==> config.mk <==
export PLATFORM = sky130hd
export DESIGN_NAME = dco_tune_ctrl_flat
export DESIGN_NICKNAME = d
export VERILOG_FILES = /design/src/rtl/dco_tune_ctrl_if.sv /design/src/rtl/dco_tune_ctrl.sv /design/src/flat_wrapper.sv
export SDC_FILE = /design/constraint.sdc
export NUM_CORES = 1
export LEC_CHECK = 0
export BUFFER_PORTS_ARGS = -buffer_cell sky130_fd_sc_hd__buf_2
export CELL_PAD_IN_SITES_DETAIL_PLACEMENT = 1
export CELL_PAD_IN_SITES_GLOBAL_PLACEMENT = 1
export CORE_MARGIN = 1
export CORE_UTILIZATION = 32
export DETAILED_ROUTE_END_ITERATION = 6
export GPL_TIMING_DRIVEN = 1
export PLACE_DENSITY = 0.85
export SYNTH_ARGS = -nofsm -noshare
export SYNTH_HDL_FRONTEND = slang
export SYNTH_SLANG_ARGS = --single-unit
==> constraint.sdc <==
create_clock -name ref_clk -period 2.2 [get_ports ref_clk]
set_clock_uncertainty 0.05 [all_clocks]
set_input_delay 0.11 -clock ref_clk [delete_from_list [all_inputs] [get_ports ref_clk]]
set_output_delay 0.11 -clock ref_clk [all_outputs]
set_load 0.02 [all_outputs]
==> src/rtl/dco_tune_ctrl_if.sv <==
// rtl/dco_tune_ctrl_if.sv - DLF-side input bundle for dco_tune_ctrl
interface dco_tune_ctrl_if #(
  parameter int DLF_W = 16
) ();
  logic             acq_start;
  logic             dlf_valid;
  logic [DLF_W-1:0] dlf_out;

  modport master (output acq_start, output dlf_valid, output dlf_out);
  modport slave  (input  acq_start, input  dlf_valid, input  dlf_out);
endinterface

==> src/rtl/dco_tune_ctrl.sv <==
// rtl/dco_tune_ctrl.sv - DCO tuning-word controller: coarse search, fine tracking, dither
// Define DCO_DITHER_EN for the sigma-delta dither path; otherwise fine_cnt rounds half up.
module dco_tune_ctrl #(
  parameter int DLF_W      = 16,
  parameter int FRAC_W     = 8,
  parameter int COARSE_N   = 8,
  parameter int FINE_N     = 32,
  parameter int WIN        = 512,
  parameter int LOCK_CNT   = 4,
  parameter int SETTLE_CYC = 2,
  parameter int OOR_CNT    = 8
) (
  input  logic                ref_clk,
  input  logic                rst,
  dco_tune_ctrl_if.slave      dlf,
  output logic [COARSE_N-1:0] coarse_therm,
  output logic [FINE_N-1:0]   fine_therm,
  output logic                dither,
  output logic [1:0]          state_o,
  output logic                locked,
  output logic                oor
);
  localparam int IW  = DLF_W - FRAC_W;
  localparam int CW  = $clog2(COARSE_N + 1);
  localparam int FW  = $clog2(FINE_N + 1);
  localparam int IBW = $clog2(LOCK_CNT + 1);
  localparam int SW  = $clog2(SETTLE_CYC + 1);
  localparam int OW  = $clog2(OOR_CNT + 1);

  localparam logic [DLF_W:0]       HI_TH    = (DLF_W+1)'(2**(DLF_W-1) + WIN);
  localparam logic [DLF_W:0]       LO_TH    = (DLF_W+1)'(2**(DLF_W-1) - WIN);
  localparam logic [CW-1:0]        C_MID    = CW'(COARSE_N / 2);
  localparam logic [CW-1:0]        C_MAX    = CW'(COARSE_N);
  localparam logic [FW-1:0]        F_MID    = FW'(FINE_N / 2);
  localparam logic [FW-1:0]        F_MAX    = FW'(FINE_N);
  localparam logic [IBW-1:0]       LOCK_M1  = IBW'(LOCK_CNT - 1);
  localparam logic [SW-1:0]        SET_M1   = SW'(SETTLE_CYC - 1);
  localparam logic [OW-1:0]        OOR_M1   = OW'(OOR_CNT - 1);
  localparam logic signed [IW+1:0] FINE_OFS = (IW+2)'(2**(IW-1) - FINE_N/2);
  localparam logic signed [IW+1:0] FINE_LIM = (IW+2)'(FINE_N);

  typedef enum logic [1:0] {IDLE = 2'd0, COARSE = 2'd1, SETTLE = 2'd2, TRACK = 2'd3} state_t;

  state_t          state_q, state_d;
  logic [CW-1:0]   coarse_q, coarse_d;
  logic [FW-1:0]   fine_q, fine_d;
  logic [IBW-1:0]  inb_q, inb_d;
  logic [SW-1:0]   set_q, set_d;
  logic [OW-1:0]   oorc_q, oorc_d;
  logic            oor_q, oor_d;
  logic signed [IW+1:0] fine_raw;
  logic            clamped;

`ifdef DCO_DITHER_EN
  logic [FRAC_W-1:0] acc_q, acc_d;
  logic [FRAC_W-1:0] frac_q, frac_d;
  logic              dither_q, dither_d;
`else
  logic unused_frac_bits;
  assign unused_frac_bits = ^dlf.dlf_out[FRAC_W-1:0];
`endif

  always_ff @(posedge ref_clk) begin
    if (rst) begin
      state_q  <= IDLE;
      coarse_q <= C_MID;
      fine_q   <= F_MID;
      inb_q    <= '0;
      set_q    <= '0;
      oorc_q   <= '0;
      oor_q    <= 1'b0;
`ifdef DCO_DITHER_EN
      acc_q    <= '0;
      frac_q   <= '0;
      dither_q <= 1'b0;
`endif
    end else begin
      state_q  <= state_d;
      coarse_q <= coarse_d;
      fine_q   <= fine_d;
      inb_q    <= inb_d;
      set_q    <= set_d;
      oorc_q   <= oorc_d;
      oor_q    <= oor_d;
`ifdef DCO_DITHER_EN
      acc_q    <= acc_d;
      frac_q   <= frac_d;
      dither_q <= dither_d;
`endif
    end
  end

  always_comb begin
    state_d  = state_q;
    coarse_d = coarse_q;
    fine_d   = fine_q;
    inb_d    = inb_q;
    set_d    = set_q;
    oorc_d   = oorc_q;
    oor_d    = oor_q;
`ifdef DCO_DITHER_EN
    acc_d    = acc_q;
    frac_d   = frac_q;
    dither_d = 1'b0;
`endif
    // Fine position relative to the DLF integer midscale; one extra bit keeps the sign.
    fine_raw = $signed({2'b00, dlf.dlf_out[DLF_W-1:FRAC_W]}) - FINE_OFS;
`ifndef DCO_DITHER_EN
    fine_raw = fine_raw + $signed({{(IW+1){1'b0}}, dlf.dlf_out[FRAC_W-1]});
`endif
    clamped = fine_raw[IW+1] || (fine_raw > FINE_LIM);

    if (dlf.acq_start) begin
      state_d  = COARSE;
      coarse_d = C_MID;
      fine_d   = F_MID;
      inb_d    = '0;
      set_d    = '0;
      oorc_d   = '0;
      oor_d    = 1'b0;
`ifdef DCO_DITHER_EN
      acc_d    = '0;
      frac_d   = '0;
`endif
    end else begin
      case (state_q)
        IDLE: ;
        COARSE: if (dlf.dlf_valid) begin
          if ({1'b0, dlf.dlf_out} > HI_TH || {1'b0, dlf.dlf_out} < LO_TH) begin
            inb_d   = '0;
            set_d   = '0;
            state_d = SETTLE;
            if ({1'b0, dlf.dlf_out} > HI_TH) begin
              if (coarse_q == C_MAX) oor_d = 1'b1;
              else                   coarse_d = coarse_q + 1'b1;
            end else begin
              if (coarse_q == '0) oor_d = 1'b1;
              else                coarse_d = coarse_q - 1'b1;
            end
          end else if (inb_q == LOCK_M1) begin
            inb_d   = '0;
            oorc_d  = '0;
            state_d = TRACK;
`ifdef DCO_DITHER_EN
            acc_d   = '0;
            frac_d  = '0;
`endif
          end else begin
            inb_d = inb_q + 1'b1;
          end
        end
        SETTLE: if (dlf.dlf_valid) begin
          if (set_q == SET_M1) begin
            set_d   = '0;
            state_d = COARSE;
          end else begin
            set_d = set_q + 1'b1;
          end
        end
        TRACK: begin
`ifdef DCO_DITHER_EN
          {dither_d, acc_d} = {1'b0, acc_q} + {1'b0, frac_q};
`endif
          if (dlf.dlf_valid) begin
            if (fine_raw[IW+1])          fine_d = '0;
            else if (fine_raw > FINE_LIM) fine_d = F_MAX;
            else                          fine_d = fine_raw[FW-1:0];
`ifdef DCO_DITHER_EN
            frac_d = dlf.dlf_out[FRAC_W-1:0];
`endif
            if (!clamped) begin
              oorc_d = '0;
            end else if (oorc_q == OOR_M1) begin
              oorc_d  = '0;
              inb_d   = '0;
              oor_d   = 1'b1;
              state_d = COARSE;
`ifdef DCO_DITHER_EN
              dither_d = 1'b0;
`endif
            end else begin
              oorc_d = oorc_q + 1'b1;
            end
          end
        end
        default: state_d = IDLE;
      endcase
    end
  end

  always_comb begin
    coarse_therm = '0;
    fine_therm   = '0;
    for (int i = 0; i < COARSE_N; i++) coarse_therm[i] = (i < int'(coarse_q));
    for (int i = 0; i < FINE_N; i++)   fine_therm[i]   = (i < int'(fine_q));
  end

`ifdef DCO_DITHER_EN
  assign dither = dither_q;
`else
  assign dither = 1'b0;
`endif
  assign state_o = state_q;
  assign locked  = (state_q == TRACK);
  assign oor     = oor_q;
endmodule

==> src/flat_wrapper.sv <==
// flat-port wrapper written by rule: the top's interface ports become plain ports
module dco_tune_ctrl_flat 
#(
  parameter int DLF_W      = 16,
  parameter int FRAC_W     = 8,
  parameter int COARSE_N   = 8,
  parameter int FINE_N     = 32,
  parameter int WIN        = 512,
  parameter int LOCK_CNT   = 4,
  parameter int SETTLE_CYC = 2,
  parameter int OOR_CNT    = 8
)
  (ref_clk, rst, coarse_therm, fine_therm, dither, state_o, locked, oor, dlf_acq_start, dlf_dlf_valid, dlf_dlf_out);
  dco_tune_ctrl_if #(.DLF_W(DLF_W)) dlf_i ();
  input  logic ref_clk;
  input  logic rst;
  output logic [COARSE_N-1:0] coarse_therm;
  output logic [FINE_N-1:0] fine_therm;
  output logic dither;
  output logic [1:0] state_o;
  output logic locked;
  output logic oor;
  input wire logic [$bits(dlf_i.acq_start)-1:0] dlf_acq_start;
  input wire logic [$bits(dlf_i.dlf_valid)-1:0] dlf_dlf_valid;
  input wire logic [$bits(dlf_i.dlf_out)-1:0] dlf_dlf_out;
  assign dlf_i.acq_start = dlf_acq_start;
  assign dlf_i.dlf_valid = dlf_dlf_valid;
  assign dlf_i.dlf_out = dlf_dlf_out;
  dco_tune_ctrl #(.DLF_W(DLF_W), .FRAC_W(FRAC_W), .COARSE_N(COARSE_N), .FINE_N(FINE_N), .WIN(WIN), .LOCK_CNT(LOCK_CNT), .SETTLE_CYC(SETTLE_CYC), .OOR_CNT(OOR_CNT)) u_core (.ref_clk(ref_clk), .rst(rst), .dlf(dlf_i), .coarse_therm(coarse_therm), .fine_therm(fine_therm), .dither(dither), .state_o(state_o), .locked(locked), .oor(oor));
endmodule
Yosys cells after proc, flatten, opt, wreduce, memory -nomap -nowiden --
Cells that the tools add are included.
Operators by class: $add $sub $neg 7, $lt $le $gt $ge 43, eq/ne operators 28, muxes and demuxes 43, reductions and logical operators 16
Operators by type and width (number):
- < comparator 5 x 6 -> 1 bit (first input constant) | 16
- < comparator 4 x 6 -> 1 bit (first input constant) | 8
- 2-to-1 mux 4 bit | 9
- < comparator 3 x 6 -> 1 bit (first input constant) | 4
- 2-to-1 mux 2 bit | 12
- AND reduction 8 bit | 3
- 2-to-1 mux 3 bit | 6
- greater-than comparator 16 bit (second input constant) | 1
- < comparator 16 x 15 -> 1 bit (second input constant) | 1
- < comparator 3 x 4 -> 1 bit (first input constant) | 4
- != test 3 x 1 -> 1 bit (second input constant) | 5
- AND reduction 5 bit | 3
- != test 2 x 1 -> 1 bit (second input constant) | 7
- < comparator 1 x 6 -> 1 bit (first input constant) | 2
- < comparator 2 x 6 -> 1 bit (first input constant) | 2
- 2-to-1 mux 6 bit | 2
- adder 10 x 2 -> 10 bit | 1
- greater-than comparator 10 x 7 -> 1 bit (second input constant) | 1
- 2-to-1 mux 1 bit | 9
- != test 3 bit (second input constant) | 3
- subtractor 8 x 7 -> 9 bit (second input constant) | 1
- adder 4 x 1 -> 4 bit (second input constant) | 2
- < comparator 1 x 4 -> 1 bit (first input constant) | 2
- < comparator 2 x 4 -> 1 bit (first input constant) | 2
- 24 further kinds | 31
Storage, ports and cells: flip-flop bits (word level) 22, output and inout bits 45

Logic depth before layout (Yosys ltp) --
Gate-level depths: netlist (run 1).
word-level depth 8, mapped depth 10, gate-level depth less buffers 8

Least setup slack after synthesis (run 1) --
OpenSTA, ideal clock, no wires.
path type in2reg, start in dlf_dlf_out[12], end reg u_core.inb_q[0], arrival 2.058 ns, slack 0.020 ns, cell stages on the path 10, buffers on the path 2, path through buf_2 -> inv_1 -> ha_1 -> nand3b_1 -> or3_2 -> a211o_1 -> a21oi_2 -> buf_6 -> a21o_1 -> mux2i_1
Between the ends: cells in the longest elaborated chain, start to end 6
RTL lines:
- start, declared | RTL line flat_wrapper.sv:25 | input wire logic [$bits(dlf_i.dlf_out)-1:0] dlf_dlf_out;
- subtractor 8 x 7 -> 9 bit | RTL line dco_tune_ctrl.sv:107 | fine_raw = $signed({2'b00, dlf.dlf_out[DLF_W-1:FRAC_W]}) - FINE_OFS;
- adder 10 x 2 -> 10 bit | RTL line dco_tune_ctrl.sv:109 | fine_raw = fine_raw + $signed({{(IW+1){1'b0}}, dlf.dlf_out[FRAC_W-1]});
- greater-than comparator 10 x 7 -> 1 bit | RTL line dco_tune_ctrl.sv:111 | clamped = fine_raw[IW+1] || (fine_raw > FINE_LIM);
- logical OR 1 bit | RTL line dco_tune_ctrl.sv:111
- != test 2 x 1 -> 1 bit (no line)
- AND reduction 5 bit (no line)
- end signal, assigned | RTL line dco_tune_ctrl.sv:81 | inb_q <= inb_d;
- end, declared | RTL line dco_tune_ctrl.sv:47 | logic [IBW-1:0] inb_q, inb_d;
Several ways; a longest one is shown, not always the timed one. The select of a mux whose other input is x is not followed. A chain may end at the register's enable or synchronous reset.

Worst setup path in the final report (run 1) --
Same ends and word-level chain as after synthesis.

==> run metrics, run 1 <==
status=finished, final reports clean; Final ANT Viol Nets=0; Post-DP Area=2440 sq um; Antenna Diode Count=0; Post-CTS Setup Inserts=0; 1st-pass router iterations=4; area occupied by multi-input gates=1410 sq um; crit path kind=in2reg; Peak Freq=0.499 GHz; Commonest cells post-synth=nand2_1 (41), nor2_1 (24), dfxtp_1 (22); GRT Resource Usage Total=18.6%; Total Wirelength=6090 um; Ys Warns=0; RSZ-0062 raised after global routing=no; Power Dens Cells=393 nW/um^2; Cells after DPL=417; Hold Slack=0.0947 ns; CTS root buf=clkbuf_8; top cell type's share of synthesized area=21.6%; Setup WS post-layout=0.196 ns; origin of the worst setup path=dlf_dlf_out[12]; final-layout fill cell count=794; final instance area=2520 sq um; Static Leak=1.14 nW; critical path endpoint category=flip-flop; clock-pin transition on the worst setup and hold timing paths=0.09 ns; H-tree depth=1; Synth area leaders=dfxtp_1 (22%), nand2_1 (7.6%), ha_1 (7.4%); post-place setup slack=-0.0875 ns; Synth Area per Inst=7.09 sq um; global route overflow=0; Final Util=41.8%; Iteration-0 DRC Markers=86; worst skew pair latency=0.27 ns; Final Non-Filler Cells=422; largest net degree at the start of global routing=18; # setup viols final=0; Slew Viols, Final=0; Setup Total Neg Slack=0 ns; DRC=0; Worst Hold Class=in2reg; Worst-Margin Slew=0.496 ns; vias in the first global route=2168; syn nets=319; Hold Path Origin=dlf_acq_start; first-pass GRT wire length=9800 um; hpwl dp=4710 um; critical path fanouts, max=7; critical path required time=2.34 ns; PortBufs=63; r2r setup slk=0.27 ns; vias per cell=5.40; Most used DFF post-synth=dfxtp_1; Core ar.=6030 sq um; io pins=65; TritonCTS clock tree=yes; Synth async-reset ratio=0%; Post-Syn Instances=287; WHS Path Cells=3; number of synthesized flops with an enable pin=0; initial antenna violation count=0; max_cap viols=0; via count=2280; FF-to-FF End=u_core.oorc_q[0]$_SDFFE_PP0P_; die footprint=6680 sq um; nets=380; Starting Density=33.8%; Min-Delay Endpoint=u_core.state_o[0]$_SDFFE_PP0P_; deepest clock path buffer count=2; R2R depth=5; Netlist cell types=56; relative slew slack=66.8%; Die Y=81.8 um; Tmin final=2.00 ns; wire per inst=14.4 um; number of buffers created by CTS=3; Seq/Total Area, Yosys=21.6%; GPL Wtd Cong=0.764; Area Overhead vs Synth=23.8%; Die Wd=81.8 um; register area=440 sq um; std cell rows=28; count of final hold-check violations=0; most common cell in the netlist=nand2_1; Yosys reg bits=22; crit share post-route=91.1%; cell taking the most area after synthesis=dfxtp_1; clock tree sinks=22; Final Total Pwr=0.990 mW; synthesized area=2040 sq um; Startpoint Class=input port; layout cells sized above 1=27.4%; RR Startpoint=u_core.state_o[1]$_SDFFE_PP0P_; Critical Path AT=2.15 ns; Max IR drop VDD=0.216 mV
-- layer usage --
layer	wire length [um]	GRT usage (%)
met3	321	2.44
met2	3120	37.1
met5	0	0
met4	28	3.33
met1	2620	20.8
-- worst max-delay path by stage --
stage / end / slack, ns / cells after the start
detailed placement: u_core.inb_q[0]$_SDFFE_PP0P_ / -0.09 / 9
finish: u_core.inb_q[0]$_SDFFE_PP0P_ / 0.20 / 9
CTS: u_core.inb_q[0]$_SDFFE_PP0P_ / 0.17 / 9
global placement: u_core.fine_q[0]$_SDFFE_PP0P_ / 0.05 / 10
floorplan: u_core.inb_q[0]$_SDFFE_PP0P_ / 0.02 / 10
global route: u_core.inb_q[0]$_SDFFE_PP0P_ / 0.03 / 9
-- final cells by class --
class,count,area share [%]
clock inverter,1,1.19
sequential,22,17.5
inverter,18,2.68
timing repair buffer,79,17.4
tap,75,3.72
multi-input combinational,224,55.9
clock buffer,3,1.64
-- power breakdown --
part | total (mW) | internal (mW) | switching (mW)
registers | 0.412 | 0.402 | 0.00979
clock network | 0.388 | 0.243 | 0.145
logic | 0.190 | 0.0767 | 0.113
total | 0.990 | 0.722 | 0.268
-- sequential cells by signal, indices dropped and copies added, names as in the netlist --
signal	count
u_core.set_q	2
u_core.oor	1
u_core.state_o	2
u_core.oorc_q	4
u_core.coarse_q	4
u_core.fine_q	6
u_core.inb_q	3
-- timing repair --
item                      in CTS  in global routing
hold buffers                   1                  0
hold endpoints to repair       1                  0
resized for setup              0                  0
-- critical path, stage by stage --
cell,delay (ns)
buf_2,0.10
inv_1,0.06
ha_1,0.30
nand3b_1,0.11
or3_2,0.41
a211o_1,0.33
a21oi_2,0.28
a21o_1,0.23
mux2i_1,0.22
-- kinds of logic (layout without fill, tap and decap cells) --
logic type / count (synthesis) / in the layout / share of synthesized area [%]
and+or+nand+nor: 124 / 124 / 31.2
AOI/OAI and AO/OA: 79 / 79 / 26.8
buffers and inverters: 41 / 101 / 9.16
DFF: 22 / 22 / 21.6
adders and majority gates: 13 / 13 / 7.87
xor gates and xnor gates: 4 / 4 / 1.72
muxes: 3 / 3 / 1.48
other: 1 / 1 / 0.184
-- placed cells by master, fill, tap and decap left out, drive strengths merged, types with 2 or more instances in the layout --
cell,n
xor2,4
clkbuf,3
nand2,41
a22oi,4
nor4,4
nor2b,2
buf,78
o211ai,2
a21o,9
nand4,3
mux2i,3
nor3,9
or2,3
a31oi,6
a21oi,18
dfxtp,22
o21bai,4
nand3b,6
nand2b,6
o21ai,20
a32o,2
o31ai,2
or3,6
nor2,24
nand3,10
o21a,2
inv,18
nor3b,2
and4,2
ha,12
No activity file was read; power rests on OpenSTA's default activity.
==> run 2, diff against run 1 <==
PLACE_DENSITY = unset   (was 0.85)
PLACE_DENSITY_LB_ADDON = 0.15   (was unset)
==> run 2 against run 1 <==
Compared with the run above: worst hold slack improved by 0.0024 ns; first-iteration DRC count fell by 4.7%; final area grew 0.84%; non-clock buffer count up 5; register-to-register slack gained 0.02 ns; critical path type unchanged; clock power shrank 23%; die area is the same.
==> run metrics, run 2 (same netlist as run 1, synthesis figures left out) <==
Antenna Diode Count=0; DRC=0; Peak Freq=0.505 GHz; commonest non-fill, non-tap cells in the layout=buf_2 (63), nand2_1 (41), nor2_1 (24); vias in the first global route=2167; Pint=0.643 mW; Static Leak=1.16 nW; worst skew pair latency=0.26 ns; clock group share of total power=32.9%; critical path fanouts, max=5; register area=440 sq um; Gate power share=21.5%; first-pass GRT wire length=9960 um; global route overflow=0; max reg flops=6; Starting Density=33.8%; die footprint=6680 sq um; clock tree sinks=22; Reg with most FFs=u_core.fine_q; io pins=65; vias per cell=5.22; crit path kind=in2reg; count of final hold-check violations=0; Total Wirelength=5900 um; status=finished, final reports clean; RSZ-0062 raised after global routing=no; Core ar.=6030 sq um; Tmin final=1.98 ns; max_cap viols=0; std cell rows=28; Cells after DPL=422; crit share post-route=89.9%; Final ANT Viol Nets=0; Worst Hold Class=in2reg; layout cells sized above 1=28.4%; Slew Viols, Final=0; top flop regs=u_core.fine_q x6, u_core.coarse_q x4, u_core.oorc_q x4; wire per inst=13.8 um; GRT Resource Usage Total=18.6%; H-tree depth=1; GPL Wtd Cong=0.737; critical path endpoint category=flip-flop; Sequential Power Share=45.6%; number of buffers created by CTS=3; Die Wd=81.8 um; hpwl dp=4720 um; Switching Share=28.8%; final-layout fill cell count=813; deepest clock path buffer count=2; sw power=0.259 mW; via count=2229; # setup viols final=0; 1st-pass router iterations=4; crit-path cells=buf_2 -> ha_1 -> ha_1 -> a31oi_1 -> a21oi_1 -> a32oi_2 -> a21oi_2 -> buf_4 -> or4_1 -> a31oi_1; Max IR drop VDD=0.233 mV; TritonCTS clock tree=yes; area occupied by multi-input gates=1410 sq um; Critical Path AT=2.12 ns; final instance area=2540 sq um; Final Total Pwr=0.902 mW; Iteration-0 DRC Markers=82; largest net degree at the start of global routing=18; Power Dens Cells=355 nW/um^2; post-CTS resize count=0; PortBufs=63; CP peak stage delay=0.50 ns; Post-DP Area=2480 sq um; Area Overhead vs Synth=24.8%; Startpoint Class=input port; critical path required time=2.34 ns; Die Y=81.8 um; clock-pin transition on the worst setup and hold timing paths=0.08 ns; most common cell after layout, fill and taps aside=buf_2; Setup Total Neg Slack=0 ns; Final Non-Filler Cells=427; initial antenna violation count=0; Slowest-stage cell, CP=or4_1; nets=385; CTS root buf=clkbuf_8
-- run 2: metal layers --
metal	global-route usage, %	vias up	routed length, um
li1	-	1137	-
met1	26.2	1057	3010
met5	0	-	0
met4	1.05	0	13
met3	1.89	2	147
met2	31.7	33	2730
-- run 2: timing repair --
action	CTS	global route
hold buffers	1	0
endpoints found under the setup margin	0	0
hold endpoints to repair	1	0
buffers inserted	0	0
-- run 2: cell type report --
class	instances	area share (%)
Sequential cell	22	17.3
Timing Repair Buffer	84	18.7
Multi-Input combinational cell	224	55.4
Inverter	18	2.66
Clock buffer	4	2.17
Tap cell	75	3.69
-- run 2: worst max-delay path: cells and delay by family --
kind	cells	cell delay, ns
buf+inv	2	0.27
compound gates	5	0.78
fa+ha+maj	2	0.44
simple gates	1	0.50
-- run 2: path summary, 6_finish.rpt --
kind / cells past startpoint / endpoint / startpoint / slack [ns]
max: 10 / u_core.oorc_q[2]$_SDFFE_PP0P_ / dlf_dlf_out[7] / 0.22
min: 2 / u_core.set_q[1]$_SDFFE_PP0P_ / dlf_dlf_valid / 0.1
max reg2reg: 9 / u_core.coarse_q[2]$_SDFFE_PP1P_ / u_core.coarse_q[1]$_SDFFE_PP0P_ / 0.29
min reg2reg: 2 / u_core.set_q[1]$_SDFFE_PP0P_ / u_core.set_q[1]$_SDFFE_PP0P_ / 0.39
-- run 2: metrics by stage --
stage	hold WS [ns]	setup WS, ns	util (%)
3_3_place_gp	0.259	0.0358	41.1
5_1_grt	0.113	0.120	42.2
6_report	0.0970	0.222	42.2
3_5_place_dp	0.258	-0.0611	41.1
2_1_floorplan	0.139	0.0203	-
4_1_cts	0.0965	0.211	42.2
-- run 2: power by group through the flow --
stage	logic [mW]	registers, mW	clock network [mW]
2_1_floorplan	0.123	0.418	0
3_3_place_gp	0.189	0.421	0
3_5_place_dp	0.192	0.421	0
4_1_cts	0.195	0.411	0.306
5_1_grt	0.214	0.413	0.320
6_report	0.194	0.411	0.297
